**src/rtl/unified_mem_arbiter.sv**
```systemverilog
// Arbiter sharing one single-ported synchronous memory between instruction fetch
// and the MEM-stage data port, one access outstanding at a time.
module unified_mem_arbiter #(
  parameter int ADDR_W     = 10,
  parameter int DATA_W     = 64,
  parameter int MEM_LAT    = 2,
  parameter int STARVE_MAX = 3
) (
  input  logic              clk,
  input  logic              reset,
  input  logic              if_req,
  input  logic [ADDR_W-1:0] if_addr,
  output logic              if_ready,
  output logic [DATA_W-1:0] if_rdata,
  input  logic              dm_req,
  input  logic              dm_we,
  input  logic [ADDR_W-1:0] dm_addr,
  input  logic [DATA_W-1:0] dm_wdata,
  output logic              dm_ready,
  output logic [DATA_W-1:0] dm_rdata,
  output logic              mem_en,
  output logic              mem_we,
  output logic [ADDR_W-1:0] mem_addr,
  output logic [DATA_W-1:0] mem_wdata,
  input  logic [DATA_W-1:0] mem_rdata,
  output logic              stall_if,
  output logic              stall_dm,
  output logic [1:0]        dbg_state_o
);

  localparam int CNT_W = (MEM_LAT < 1) ? 1 : $clog2(MEM_LAT + 1);
  localparam int STV_W = (STARVE_MAX < 1) ? 1 : $clog2(STARVE_MAX + 1);
  localparam logic [CNT_W-1:0] LAT_C    = CNT_W'(MEM_LAT);
  localparam logic [STV_W-1:0] STARVE_C = STV_W'(STARVE_MAX);

  typedef enum logic [1:0] {
    S_IDLE = 2'd0,
    S_WAIT = 2'd1,
    S_DONE = 2'd2
  } state_t;

  state_t             state_q;
  logic               owner_q;     // 0 = fetch, 1 = data
  logic               wr_q;        // data access in flight is a write
  logic [CNT_W-1:0]   cnt_q;
  logic [STV_W-1:0]   starve_q;
  logic               if_ready_q;
  logic               dm_ready_q;
  logic [DATA_W-1:0]  if_rdata_q;
  logic [DATA_W-1:0]  dm_rdata_q;

  logic               grant_dm;
  logic               issue;

  // Grant is combinational so the memory sees the request in the same cycle.
  assign grant_dm = dm_req & (~if_req | (starve_q < STARVE_C));
  assign issue    = (state_q == S_IDLE) & ~reset & (if_req | dm_req);

  always_comb begin
    mem_en    = 1'b0;
    mem_we    = 1'b0;
    mem_addr  = '0;
    mem_wdata = '0;
    if (issue) begin
      mem_en = 1'b1;
      if (grant_dm) begin
        mem_we    = dm_we;
        mem_addr  = dm_addr;
        mem_wdata = dm_wdata;
      end else begin
        mem_addr  = if_addr;
      end
    end
  end

  always_ff @(posedge clk) begin
    if (reset) begin
      state_q    <= S_IDLE;
      owner_q    <= 1'b0;
      wr_q       <= 1'b0;
      cnt_q      <= '0;
      starve_q   <= '0;
      if_ready_q <= 1'b0;
      dm_ready_q <= 1'b0;
      if_rdata_q <= '0;
      dm_rdata_q <= '0;
    end else begin
      case (state_q)
        S_IDLE: begin
          if (issue) begin
            owner_q <= grant_dm;
            wr_q    <= grant_dm & dm_we;
            cnt_q   <= CNT_W'(1);
            state_q <= S_WAIT;
            // Only data grants that bypass a waiting fetch count toward starvation.
            if (grant_dm && if_req)
              starve_q <= (starve_q == STARVE_C) ? starve_q : starve_q + STV_W'(1);
            else
              starve_q <= '0;
          end
        end
        S_WAIT: begin
          if (cnt_q == LAT_C) begin
            if (owner_q) begin
              if (!wr_q) dm_rdata_q <= mem_rdata;
              dm_ready_q <= 1'b1;
            end else begin
              if_rdata_q <= mem_rdata;
              if_ready_q <= 1'b1;
            end
            state_q <= S_DONE;
          end else begin
            cnt_q <= cnt_q + CNT_W'(1);
          end
        end
        S_DONE: begin
          if_ready_q <= 1'b0;
          dm_ready_q <= 1'b0;
          state_q    <= S_IDLE;
        end
        default: state_q <= S_IDLE;
      endcase
    end
  end

  assign if_ready    = if_ready_q;
  assign dm_ready    = dm_ready_q;
  assign if_rdata    = if_rdata_q;
  assign dm_rdata    = dm_rdata_q;
  assign stall_if    = if_req & ~if_ready_q;
  assign stall_dm    = dm_req & ~dm_ready_q;
  assign dbg_state_o = state_q;

endmodule

```
**config.mk**
```make
export PLATFORM = sky130hd
export DESIGN_NAME = unified_mem_arbiter
export DESIGN_NICKNAME = d
export VERILOG_FILES = /design/src/rtl/unified_mem_arbiter.sv
export SDC_FILE = /design/constraint.sdc
export NUM_CORES = 1
export LEC_CHECK = 0
export BUFFER_PORTS_ARGS = -buffer_cell sky130_fd_sc_hd__buf_4
export CELL_PAD_IN_SITES_DETAIL_PLACEMENT = 2
export CELL_PAD_IN_SITES_GLOBAL_PLACEMENT = 2
export CORE_UTILIZATION = 24
export DETAILED_ROUTE_END_ITERATION = 6
export GPL_TIMING_DRIVEN = 0
export PLACE_DENSITY_LB_ADDON = 0.1
export REMOVE_ABC_BUFFERS = 1
export SLEW_MARGIN = 20
export SYNTH_ARGS = -nofsm -noshare
export SYNTH_HDL_FRONTEND = slang
export SYNTH_SLANG_ARGS = --single-unit
```
**constraint.sdc**
```tcl
create_clock -name clk -period 3.2 [get_ports clk]
set_input_delay 0.16 -clock clk [delete_from_list [all_inputs] [get_ports clk]]
set_output_delay 0.16 -clock clk [all_outputs]
set_load 0.01 [all_outputs]
```
* After elaboration in Yosys (flattened, before gate mapping) *
Cells that the tools add are included.

storage, ports and cells
  flip-flop bits (word level) = 138
  output and inout bits = 210
  word-level logic and storage cells = 68

operators by class
  add/sub/neg operators = 2
  $lt $le $gt $ge = 1
  equality and inequality tests = 10
  mux-type cells = 20
  bitwise operators = 14
  reduce and logical (&&, ||, !) cells = 12

operator list
  operator                                                               number
  64-bit two-way mux                                                     2
  10-bit two-way mux                                                     2
  3-bit AND reduction                                                    5
  2-bit != test, second input constant                                   6
  2-bit two-way mux                                                      5
  2-bit case mux with 2 select lines                                     2
  1-bit two-way mux                                                      7
  1-bit AND                                                              6
  2-bit equality test, second input constant                             3
  1-bit inverter                                                         6
  2-bit by 1-bit adder with 2-bit output, second input constant          2
  1-bit case mux with 2 select lines                                     2
  2-bit AND reduction                                                    2
  4-bit AND reduction                                                    1
  2-bit nonzero test                                                     2
  2-bit by 1-bit equality test with 1-bit output, second input constant  1
  2-bit logical NOT                                                      1
  2-bit < comparator, second input constant                              1
  1-bit bitwise OR                                                       2
  1-bit logical AND                                                      1

* Logic depth before layout (Yosys ltp) *
  depth in word-level cells = 6
  depth in mapped cells = 7
  gate-level depth less buffers = 5

* Worst setup path before layout *
OpenSTA, ideal clock, no wires.

  path kind = register -> output
  start point = reg starve_q[0]
  end point = out mem_addr[0]
  data arrival time = 1325 ps
  path slack = 1715 ps
  stages on the path, launching flop included = 7
  cells stage by stage = dfxtp_1 -> ha_1 -> a21boi_2 -> buf_2 -> buf_2 -> nand2_1 -> a21oi_1

between the ends
  longest elaborated chain between the ends = 5

ends and longest elaborated chain
  what                      RTL line  source
  start: declaration        46        logic [STV_W-1:0] starve_q;
  start signal: assignment  97        starve_q <= (starve_q == STARVE_C) ? starve_q : starve_q + STV_W'(1);
  2-bit < comparator        56        assign grant_dm = dm_req & (~if_req | (starve_q < STARVE_C));
  1-bit bitwise OR          56
  1-bit AND                 56
  10-bit two-way mux        66        if (grant_dm) begin
  10-bit two-way mux        64        if (issue) begin
  end: declaration          23        output logic [ADDR_W-1:0] mem_addr,

No other way between the ends.

* Final worst setup path *
  start point = reg state_q[0], in the netlist dbg_state_o[0]
  end point = out mem_addr[7]

between the ends
  longest elaborated chain between the ends = 4

ends and longest elaborated chain
  what                      RTL line  source
  start: declaration        42        state_t state_q;
  start signal: assignment  78        state_q <= S_IDLE;
  start signal: assignment  94        state_q <= S_WAIT;
  start signal: assignment  111       state_q <= S_DONE;
  2-bit logical NOT         57        assign issue = (state_q == S_IDLE) & ~reset & (if_req | dm_req);
  1-bit AND (2 in series)   57
  10-bit two-way mux        64

No other way between the ends.

==> flow_metrics.env <==
export IMPL_io_buffers=362
export IMPL_worst_ep_required_time_ns=3.04
export IMPL_rsz0062_at_grt="no"
export IMPL_synth_top_area_share_pct=46.8
export IMPL_ys_types=38
export IMPL_drt_iter0_drc=216
export IMPL_startpoint_type="register"
export IMPL_cts_buffer_depth=2
export IMPL_worstSkewPairLatency_ns=0.42
export IMPL_worstReg2RegStart="cnt_q[0]"
export IMPL_hold_depth=3
export IMPL_die_h_um=159
export IMPL_crit_type="reg2out"
export IMPL_worstSetupEndpointType="output port"
export IMPL_cp_startpoint="dbg_state_o[0]"
export IMPL_place_hpwl_um=18300
export IMPL_utilization_pct=42.0
export IMPL_fin_crit_sh_pct=78.5
export IMPL_setup_tns_ns=0
export IMPL_cts_buffers=17
export IMPL_area_delta_synth_final_pct=72.8
export IMPL_hold_path_end="starve_q[1]"
export IMPL_synth_warning_count=0
export IMPL_fin_skew_ns=0.0111
export IMPL_synthFlopType="dfxtp_1"
export IMPL_dpl_cell_count=1349
export IMPL_synth_common_cells="277 x nand2_1, 138 x dfxtp_1, 78 x a21oi_1, 65 x and3_1, 64 x mux2i_1"
export IMPL_rows=57
export IMPL_slew_headroom_pct=36.1
export IMPL_yosysSeqAreaShare_pct=46.8
export IMPL_hold_class="in2reg"
export IMPL_grt_usage_pct=20.2
export IMPL_min_from="if_req"
export IMPL_pin_count=363
export IMPL_hold_viol=0
export IMPL_n_antenna_cell=0
export IMPL_async_flop_share_pct=0
export IMPL_gp_congestion=0.744
export IMPL_core_um2=24200
export IMPL_drv_cap=0
export IMPL_setup_viol=0
export IMPL_p_leak_uw=0.00467
export IMPL_dieArea_um2=25200
export IMPL_whs_ns=0.0730
export IMPL_vias_per_cell=4.49
export IMPL_min_period_ns=2.51
export IMPL_synth_edff_count=0
export IMPL_grt_max_degree=89
export IMPL_numClockSinks=138
export IMPL_tritoncts="yes"
export IMPL_slew_violations=0
export IMPL_total_power_uw=4520
export IMPL_pwr_density_cell_nw_per_um2=443
export IMPL_synth_area_um2=5900
export IMPL_final_antenna_net_count=0
export IMPL_synthCells=713
export IMPL_cts_root_buf="clkbuf_16"
export IMPL_r2r_slack_ns=0.98
export IMPL_ir_worst_vdd_mv=0.315
export IMPL_arrival_ns=2.35
export IMPL_outcome="completed"
export IMPL_synth_area_per_cell_um2=8.28
export IMPL_first_pass_iters=6
export IMPL_rr_worst_depth=7
export IMPL_yosysTopAreaCell="dfxtp_1"
export IMPL_drive_gt1_share_pct=36.8
export IMPL_r2r_end="dm_rdata[43]"
export IMPL_grt_pass1_wl_um=39600
export IMPL_antenna_found_initial=0
export IMPL_wl_per_cell_um=17.8
export IMPL_drc=0
export IMPL_grt_overflow_total=0
export IMPL_worst_path_max_fanout=18
export IMPL_routed_wl_um=25700
export IMPL_yosysMostFrequentCell="nand2_1"
export IMPL_tightest_slew_ns=0.959
export IMPL_fin_nets=1263
export IMPL_path_clk_slew_ns=0.06
export IMPL_fin_cells=1445
export IMPL_grt_pass1_vias=6942
export IMPL_htreeDepth=4
export IMPL_via_count=6488
export IMPL_synthTopCellsByArea="dfxtp_1 47%, nand2_1 18%, mux2i_1 11%"
export IMPL_fmax_mhz=398
export IMPL_fp_dieW_um=159
export IMPL_synth_seq_cells=138
export IMPL_initial_core_util_pct=24.3
[worst max-delay path, stage by stage, from the launching register on]
cell     delay [ns]
dfxtp_1        0.44
nor3_4         0.67
o21ai_2        0.40
a21oi_1        0.25
buf_4          0.16
[cell families after synthesis]
group           synth area share, %
mux                            10.9
flops                          46.8
compound gates                 8.06
buf+inv                        6.76
fa+ha+maj                     0.424
simple gates                   27.1
[area by class of cell]
class	instances	area, um2
clock buffers	19	443
clock inverters	13	214
fillers	2738	14100
inverters	3	16.3
multi-input cells	513	2780
flip-flops and latches	138	2760
well taps	324	405
repair buffers	435	3580
[registers in the layout, summed over array words and instances (netlist names)]
register and flops:
dm_rdata 64, if_rdata 64, cnt_q 2, dbg_state_o 2, starve_q 2, dm_ready 1, if_ready 1, owner_q 1
wr_q 1
[placed cells by master (no fill, tap or decap), drive strengths merged, types with 2 or more instances in the layout]
cell and n:
a31o 2, clkinvlp 2, a21oi 78, mux2i 64, ha 2, inv 6
nand2 277, dfxtp 138, nor2 4, dlygate4sd3 64, o21ai 2, clkinv 3
buf 371, clkbuf 19, and3 65, nor2b 2, bufinv 5
[stage by stage]
step                setup WS [ns]  instance area (um2)
global placement            -1.86                 8640
finish                      0.688                10200
floorplan                   0.313                 5510
CTS                         0.331                10200
detailed placement          0.603                 8890
global route                0.556                10200
[per-layer routing]
| metal | vias up | share of wire, % | GRT usage (%) |
|---|---|---|---|
| met4 | 0 | 2.1 | 7.06 |
| li1 | 3143 | - | - |
| met5 | - | 0 | 0 |
| met1 | 3087 | 39 | 21.6 |
| met3 | 32 | 6.8 | 6.30 |
| met2 | 226 | 53 | 37.1 |
[where the power goes]
group / leakage (uW) / internal (uW) / switching, uW / total, uW
clock: 0.000315 / 1410 / 805 / 2220
combinational: 0.00324 / 307 / 248 / 555
sequential: 0.00111 / 1730 / 13.3 / 1740
[worst max path at each step]
stage | endpoint | slack, ns | cells past startpoint
6_report | mem_addr[7] | 0.69 | 4
5_1_grt | mem_addr[7] | 0.56 | 4
4_1_cts | mem_addr[7] | 0.33 | 4
3_5_place_dp | mem_addr[7] | 0.60 | 5
3_3_place_gp | mem_addr[7] | -1.86 | 5
2_1_floorplan | mem_addr[0] | 0.31 | 3
[repair_timing]
action	CTS	global route
buffers inserted	0	0
gates resized for setup	0	0
hold buffers	64	0
endpoints found under the hold margin	123	0
Power figures use the tool's default switching activity.
